==> config.mk <==
export PLATFORM = sky130hd
export DESIGN_NAME = key_step_decoder
export DESIGN_NICKNAME = d
export VERILOG_FILES = /design/src/rtl/key_step_decoder.sv
export SDC_FILE = /design/constraint.sdc
export NUM_CORES = 1
export LEC_CHECK = 0
export CORE_UTILIZATION = 57
export CTS_CLUSTER_DIAMETER = 40
export DETAILED_ROUTE_END_ITERATION = 16
export GPL_TIMING_DRIVEN = 0
export HOLD_SLACK_MARGIN = 0.03
export PLACE_DENSITY = 0.83
export SYNTH_ARGS = -nofsm -noshare
export SYNTH_HDL_FRONTEND = slang
export SYNTH_SLANG_ARGS = --single-unit
==> constraint.sdc <==
create_clock -name clk -period 2.4 [get_ports clk]
set_input_delay 0.48 -clock clk [delete_from_list [all_inputs] [get_ports clk]]
set_output_delay 0.48 -clock clk [all_outputs]
set_load 0.01 [all_outputs]
==> src/rtl/key_step_decoder.sv <==
`default_nettype none
// +--------------------------------------------------------------------------+
// | key_step_decoder: PS/2 Set-2 scancodes -> stepleft/stepright/stepjump.   |
// | Optional ARROW_KEYS_EN adds E0 6B/74/75 arrow keys.  Rev 1.0             |
// +--------------------------------------------------------------------------+
module key_step_decoder #(
  parameter logic [7:0]  KEY_LEFT    = 8'h1C,
  parameter logic [7:0]  KEY_RIGHT   = 8'h23,
  parameter logic [7:0]  KEY_JUMP    = 8'h29,
  parameter int unsigned TIMEOUT_CYC = 50000000
) (
  input  logic       clk,
  input  logic       rst,
  input  logic       code_valid,
  input  logic [7:0] code,
  output logic       stepleft,
  output logic       stepright,
  output logic       stepjump,
  output logic [2:0] keys_held
);

  localparam logic [1:0] c_st_idle    = 2'd0;
  localparam logic [1:0] c_st_ext     = 2'd1;
  localparam logic [1:0] c_st_brk     = 2'd2;
  localparam logic [1:0] c_st_ext_brk = 2'd3;

  localparam logic       c_dir_left   = 1'b0;
  localparam logic       c_dir_right  = 1'b1;

  localparam logic [7:0] c_code_ext   = 8'hE0;
  localparam logic [7:0] c_code_brk   = 8'hF0;
  localparam logic [7:0] c_code_pause = 8'hE1;

  logic [1:0] state_q, state_d;
  logic [2:0] letter_q, letter_d;   // {jump,right,left}
  logic [2:0] letter_hit, letter_new;
  logic [2:0] held_q, held_d;
  logic       last_dir_q, last_dir_d;
  logic       stepleft_q, stepleft_d;
  logic       stepright_q, stepright_d;
  logic       stepjump_q, stepjump_d;
  logic       do_make, do_break, is_ext;
  logic       timeout_fire;

`ifdef ARROW_KEYS_EN
  localparam logic [7:0] c_arrow_left  = 8'h6B;
  localparam logic [7:0] c_arrow_right = 8'h74;
  localparam logic [7:0] c_arrow_jump  = 8'h75;

  logic [2:0] arrow_q, arrow_d;
  logic [2:0] arrow_hit, arrow_new;

  assign arrow_hit = {code == c_arrow_jump, code == c_arrow_right, code == c_arrow_left};
  assign held_q    = letter_q | arrow_q;
  assign held_d    = letter_d | arrow_d;
`else
  assign held_q    = letter_q;
  assign held_d    = letter_d;
`endif

  assign letter_hit = {code == KEY_JUMP, code == KEY_RIGHT, code == KEY_LEFT};

  always_comb begin
    state_d    = state_q;
    letter_d   = letter_q;
    last_dir_d = last_dir_q;
    do_make    = 1'b0;
    do_break   = 1'b0;
    is_ext     = 1'b0;
`ifdef ARROW_KEYS_EN
    arrow_d    = arrow_q;
    arrow_new  = arrow_hit & ~arrow_q;
`endif
    letter_new = letter_hit & ~letter_q;

    if (code_valid) begin
      case (state_q)
        c_st_idle: begin
          if (code == c_code_ext)        state_d = c_st_ext;
          else if (code == c_code_brk)   state_d = c_st_brk;
          else if (code != c_code_pause) do_make = 1'b1;
        end
        c_st_ext: begin
          if (code == c_code_brk) begin
            state_d = c_st_ext_brk;
          end else begin
            do_make = 1'b1;
            is_ext  = 1'b1;
            state_d = c_st_idle;
          end
        end
        c_st_brk: begin
          do_break = 1'b1;
          state_d  = c_st_idle;
        end
        c_st_ext_brk: begin
          do_break = 1'b1;
          is_ext   = 1'b1;
          state_d  = c_st_idle;
        end
        default: state_d = c_st_idle;
      endcase
    end

    // Only a fresh press moves last_dir; typematic repeats leave it alone.
    if (do_make && !is_ext) begin
      letter_d = letter_q | letter_hit;
      if (letter_new[0]) last_dir_d = c_dir_left;
      if (letter_new[1]) last_dir_d = c_dir_right;
    end
    if (do_break && !is_ext) letter_d = letter_q & ~letter_hit;

`ifdef ARROW_KEYS_EN
    if (do_make && is_ext) begin
      arrow_d = arrow_q | arrow_hit;
      if (arrow_new[0]) last_dir_d = c_dir_left;
      if (arrow_new[1]) last_dir_d = c_dir_right;
    end
    if (do_break && is_ext) arrow_d = arrow_q & ~arrow_hit;
`endif

    if (timeout_fire) begin
      state_d  = c_st_idle;
      letter_d = '0;
`ifdef ARROW_KEYS_EN
      arrow_d  = '0;
`endif
    end
  end

  always_comb begin
    stepleft_d  = held_d[0] & (~held_d[1] | (last_dir_d == c_dir_left));
    stepright_d = held_d[1] & (~held_d[0] | (last_dir_d == c_dir_right));
    stepjump_d  = held_d[2] & ~held_q[2];
  end

  always_ff @(posedge clk or posedge rst) begin
    if (rst) begin
      state_q     <= c_st_idle;
      letter_q    <= '0;
      last_dir_q  <= c_dir_left;
      stepleft_q  <= 1'b0;
      stepright_q <= 1'b0;
      stepjump_q  <= 1'b0;
    end else begin
      state_q     <= state_d;
      letter_q    <= letter_d;
      last_dir_q  <= last_dir_d;
      stepleft_q  <= stepleft_d;
      stepright_q <= stepright_d;
      stepjump_q  <= stepjump_d;
    end
  end

`ifdef ARROW_KEYS_EN
  always_ff @(posedge clk or posedge rst) begin
    if (rst) arrow_q <= '0;
    else     arrow_q <= arrow_d;
  end
`endif

  generate
    if (TIMEOUT_CYC > 0) begin : g_timer
      localparam int TW = $clog2(TIMEOUT_CYC + 1);
      localparam logic [TW-1:0] c_limit   = TW'(TIMEOUT_CYC);
      localparam logic [TW-1:0] c_fire_at = TW'(TIMEOUT_CYC - 1);

      logic [TW-1:0] timer_q, timer_d;

      always_comb begin
        timer_d = timer_q;
        if (code_valid)              timer_d = '0;
        else if (timer_q != c_limit) timer_d = timer_q + TW'(1);
      end

      // Fires once, on the increment that lands on the limit.
      assign timeout_fire = !code_valid && (timer_q == c_fire_at);

      always_ff @(posedge clk or posedge rst) begin
        if (rst) timer_q <= '0;
        else     timer_q <= timer_d;
      end
    end else begin : g_no_timer
      assign timeout_fire = 1'b0;
    end
  endgenerate

  assign stepleft  = stepleft_q;
  assign stepright = stepright_q;
  assign stepjump  = stepjump_q;
  assign keys_held = held_q;

endmodule
`default_nettype wire

# After elaboration in Yosys (flattened, before gate mapping)
# Index checks and enable logic that the tools add are counted.
[totals] register_bits=35 out_inout_bits=6 inputBits=11
[op_classes] muxes=24 n_eq_ne=12 reduce_logical=10 n_addsub=1 n_bitwise=14
[ops] operator="$mux 26" n=2
[ops] operator="$add 26x1->26 const B" n=1
[ops] operator="$eq 26x26->1 const B" n=1
[ops] operator="$ne 26x26->1 const B" n=1
[ops] operator="$eq 8x6->1 const B" n=2
[ops] operator="$eq 8x8->1 const B" n=2
[ops] operator="$mux 1" n=11
[ops] operator="$mux 2" n=5
[ops] operator="$mux 3" n=3
[ops] operator="$eq 8x5->1 const B" n=1
[ops] operator="$ne 8x8->1 const B" n=1
[ops] operator="$pmux 2 s3" n=1
[ops] operator="$eq 2x2->1 const B" n=2
[ops] operator="$ne 4x4->1 const B" n=1
[ops] operator="$not 1->1" n=4
[ops] operator="$pmux 1 s2" n=2
[ops] operator="$reduce_bool 2->1" n=2
[ops] operator="$and 1x1->1" n=3
[ops] operator="$and 3x3->3" n=1
[ops] operator="$logic_and 1x1->1" n=3
[ops] operator="$not 3->3" n=1
[ops] operator="$or 3x3->3" n=1
[ops] operator="$and 2x2->2" n=1
[ops] operator="$eq 2x1->1 const B" n=1
[ops] operator="6 further kinds" n=8

# Depth between registers and ports, before layout
# Gate-level depths: netlist of run 1.
[depth] word_depth=13 ltp_mapped=6 ltp_nobuf=5

# Worst setup path before layout of run 1
# No wires, ideal clock.
[synth_path] path_kind="flip-flop to flip-flop" start="register g_timer.timer_q[0]" end="register g_timer.timer_q[0]" setup_ns=0.125 path_stages_with_launch=6 required_time_ns=2.275 n_path_buf=0 t_arrival_ns=1.759 period_less_slack_ns=1.884 path_slack_ns=0.516 cell_sequence="dfrtp_1 > inv_1 > ha_1 > or4bb_1 > nor4_1 > mux2_2"
[synth_via] elab_chain_len=3 word_cells_on_any_way=5 cone_classes="add/sub: 1; eq/ne: 1; mux: 2; reduce/logical: 1"
[synth_rtl] element="start: declaration" line="168" text="logic [TW-1:0] timer_q, timer_d;"
[synth_rtl] element="start signal: assignment" line="181" text="else timer_q <= timer_d;"
[synth_rtl] element="$add 26x1->26" line="173" text="else if (timer_q != c_limit) timer_d = timer_q + TW'(1);"
[synth_rtl] element="$mux 26" line="173"
[synth_rtl] element="$mux 26" line="172" text="if (code_valid) timer_d = '0;"
# Parallel ways exist; a longest one is shown, timed or not. The select of a mux whose other input is x is not followed.
# A chain may end at the register's enable or synchronous reset.

# Worst setup path after layout of run 1
[layout_path] start="input code_valid" end="register g_timer.timer_q[0]"
[layout_via] elab_chain_len=1 word_cells_on_any_way=2 cone_classes="mux: 1; reduce/logical: 1"
[layout_rtl] element="start: declaration" line="14" text="input logic code_valid,"
[layout_rtl] element="$mux 26 / $reduce_bool 2->1 (equally long branches)"
# Parallel ways exist; a longest one is shown, timed or not.

==> flow_summary.ini, run 1 <==
[worst_setup_path]
crit_buf_inv = 1
cp-end-kind = register
cp_slowest_cell = nor4_1
worstPathCellList = clkdlybuf4s50_1 -> nor4b_1 -> nand4_1 -> nor4_1 -> mux2_2
path_delay_family = simple AND/OR/NAND/NOR gates
startpoint_type = primary input
arrival_ns = 2.44
cpPeakStageDelay_ns = 0.57
ff2ff_setup_slack_ns = 0.28
critPathMaxFanout = 4
crit_type = in2reg
cp.required_ns = 2.63

[timing]
final-setup-viol-count = 0
worst_slew_pin_slew_ns = 0.7074
slew_headroom_pct = 52.77
period_needed_ns = 2.209
rsz0062_at_grt = false
hold_viol_final = 0
slew_violations = 0
max_freq_mhz = 452.7
finalCritPeriodShare_pct = 92.04
hold_ws_ns = 0.4795
skew_ns = 0.01854

[floorplanning]
die-area_mm2 = 0.003565
rows = 20
die_w_um = 59.71
start_util_pct = 61.17
ios = 17
dieHeight_um = 59.71
core_mm2 = 0.003103

[logic_synthesis]
synth_cell_type_count = 42
ys_seq_area_share_pct = 46.14
synth_nets = 210
yosys.area.top_type = dfrtp_1
synth_area_leaders = dfrtp_1 (46%), a21oi_1 (4.2%), nand3_1 (3.7%)
synth_edf_count = 0
synth_ff_type = dfrtp_1
synth.most_common_cell = dfrtp_1
synth_top_area_share_pct = 46.14
synth-async-reset-ratio_pct = 100.0
mappedNetlistArea_mm2 = 0.001898
yosys_warnings = 0
postSynthAreaPerCell_um2 = 9.635
ys_top_cells_by_count = dfrtp_1 (35), a21oi_1 (16), nor2_1 (15)
synthCells = 197
ys_seq_elements = 35

[power_and_ir_drop]
switching_power_mw = 0.2484
p_seq_share_pct = 60.6
power.internal_mw = 0.7597
power-per-cell-area_mw_per_mm2 = 464.6
switching_share_pct = 24.64
comb_power_share_pct = 9.0
irDropWorstVdd_mv = 0.4213
clockPowerShare_pct = 30.4
p_leak_nw = 0.8836

[clock_tree]
post-cts-setup-buffer-count = 0
cts_resized = 0
clk_path_buf_depth = 2
clk_latency_ns = 0.34
path_clk_slew_ns = 0.10
cts_tree = built
holdBufCountCts = 0
cts_made_buffers = 5
cts.sinks = 35
cts_root_buf = clkbuf_4
htreeDepth = 2

[final_layout]
finalNetCount = 233
fillers = 255
fin_cells = 265
design_area_mm2 = 0.002170
areaGrowthSynthToFinish_pct = 14.30
antennaDiodeCount = 0
final_layout_size_suffix_gt1_share_pct = 9.502

[placed_design]
placed_area_mm2 = 0.002113
io_buffers = 16
gp_congestion = 0.8458
dp_cells = 257
dp_hpwl_um = 2944

[run_status]
status = finished clean

[detailed_routing]
drt.antenna.violating_nets = 0
drt_pass1_iterations = 4
drt-vias-per-instance = 6.079
wirelength_um = 3973
wire_per_inst_um = 14.99
drcViolationCount = 0
via_count = 1611
first_iter_violations = 110

[grt]
antenna_found_initial = 0
grt_pass1_vias = 1590
grt_pass1_wl_um = 6796
gr-total-overflow = 0
grt_start_max_net_pins = 36
grt_use_total_pct = 25.36

[run]
drv_cap = 0

[min_path]
hold_path_class = reg2reg
## routing by layer
layer	track usage [%]	part of all wire, %
met5	0	0
met4	7.973	0.98
met3	4.545	3.3
met2	44.13	50
met1	31.88	46
## final cells by class
| class | instances | area, um2 | area share [%] |
|---|---|---|---|
| multi-input combinational | 146 | 959.7 | 44.23 |
| clock buffer | 7 | 45.04 | 2.076 |
| sequential | 35 | 875.8 | 40.37 |
| inverter | 8 | 30.03 | 1.384 |
| clock inverter | 1 | 5.005 | 0.2307 |
| buffer | 8 | 38.79 | 1.788 |
| timing repair buffer | 16 | 160.2 | 7.382 |
| tap | 44 | 55.05 | 2.537 |
## state kept, by name (all words and copies together), names as in the netlist
signal           flops
stepjump             1
stepright            1
stepleft             1
state_q              2
last_dir_q           1
keys_held            3
g_timer.timer_q     26
## worst register-to-register path, delay by kind of cell (launching register included)
family	cells	cell delay, ns
multiplexers	1	0.40
AND/OR/NAND/NOR	3	1.14
flip-flops	1	0.47
## power by group through the flow
stage	Sequential, mW	Combinational, mW	Clock (mW)
finish	0.611	0.0909	0.306
global route	0.613	0.102	0.332
CTS	0.611	0.0913	0.309
detailed placement	0.623	0.0911	0
global placement	0.621	0.0879	0
floorplan	0.624	0.0431	0
## metrics by stage
| stage | utilization [%] | setup WS, ns | setup TNS (ns) | power (mW) |
|---|---|---|---|---|
| detailed placement | 68.10 | -0.1631 | -0.8808 | 0.7138 |
| CTS | 69.72 | 0.1835 | 0 | 1.011 |
| floorplan | - | 0.5160 | 0 | 0.6671 |
| global placement | 68.10 | -0.07363 | -0.4016 | 0.7093 |
| global route | 69.92 | 0.03466 | 0 | 1.047 |
| finish | 69.92 | 0.1910 | 0 | 1.008 |
## layout by cell type (no fill, tap or decap), drive strengths merged, types with 4 or more instances in the layout
| cell type | netlist | final |
|---|---|---|
| clkbuf | 6 | 13 |
| nor2 | 15 | 15 |
| and4 | 4 | 4 |
| a21oi | 16 | 16 |
| nand3 | 14 | 14 |
| or4 | 6 | 6 |
| or3 | 10 | 10 |
| o21ai | 10 | 10 |
| nor4b | 5 | 5 |
| o31ai | 6 | 6 |
| nand2 | 9 | 9 |
| clkdlybuf4s50 | 0 | 16 |
| xnor2 | 4 | 4 |
| inv | 8 | 8 |
| nand4 | 7 | 7 |
| and3 | 4 | 4 |
| dfrtp | 35 | 35 |
| xor2 | 5 | 5 |
## logic make-up after synthesis
family / share of synthesized area [%]
AOI/OAI and AO/OA: 11.47
adders and majority gates: 1.318
DFF: 46.14
buffers and inverters: 3.625
xor gates and xnor gates: 4.153
and+or+nand+nor: 30.52
muxes: 2.769
## worst paths after layout
check / start / endpoint / cells after the start
setup / recovery: code_valid / g_timer.timer_q[0]$_DFFE_PP0P_ / 5
hold / removal: keys_held[2]$_DFF_PP0_ / stepjump$_DFF_PP0_ / 1
setup reg to reg: g_timer.timer_q[16]$_DFFE_PP0P_ / g_timer.timer_q[0]$_DFFE_PP0P_ / 4
hold reg to reg: keys_held[2]$_DFF_PP0_ / stepjump$_DFF_PP0_ / 1
max in group asynchronous: rst / g_timer.timer_q[4]$_DFFE_PP0P_ / 2
min in group asynchronous: rst / g_timer.timer_q[21]$_DFFE_PP0P_ / 2
Power figures use the tool's default switching activity.
==> run 2, diff against run 1 <==
- TNS_END_PERCENT: not set -> 5
==> results of run 2 <==
The final DEF is identical to that of run 1; final timing and power are the same.
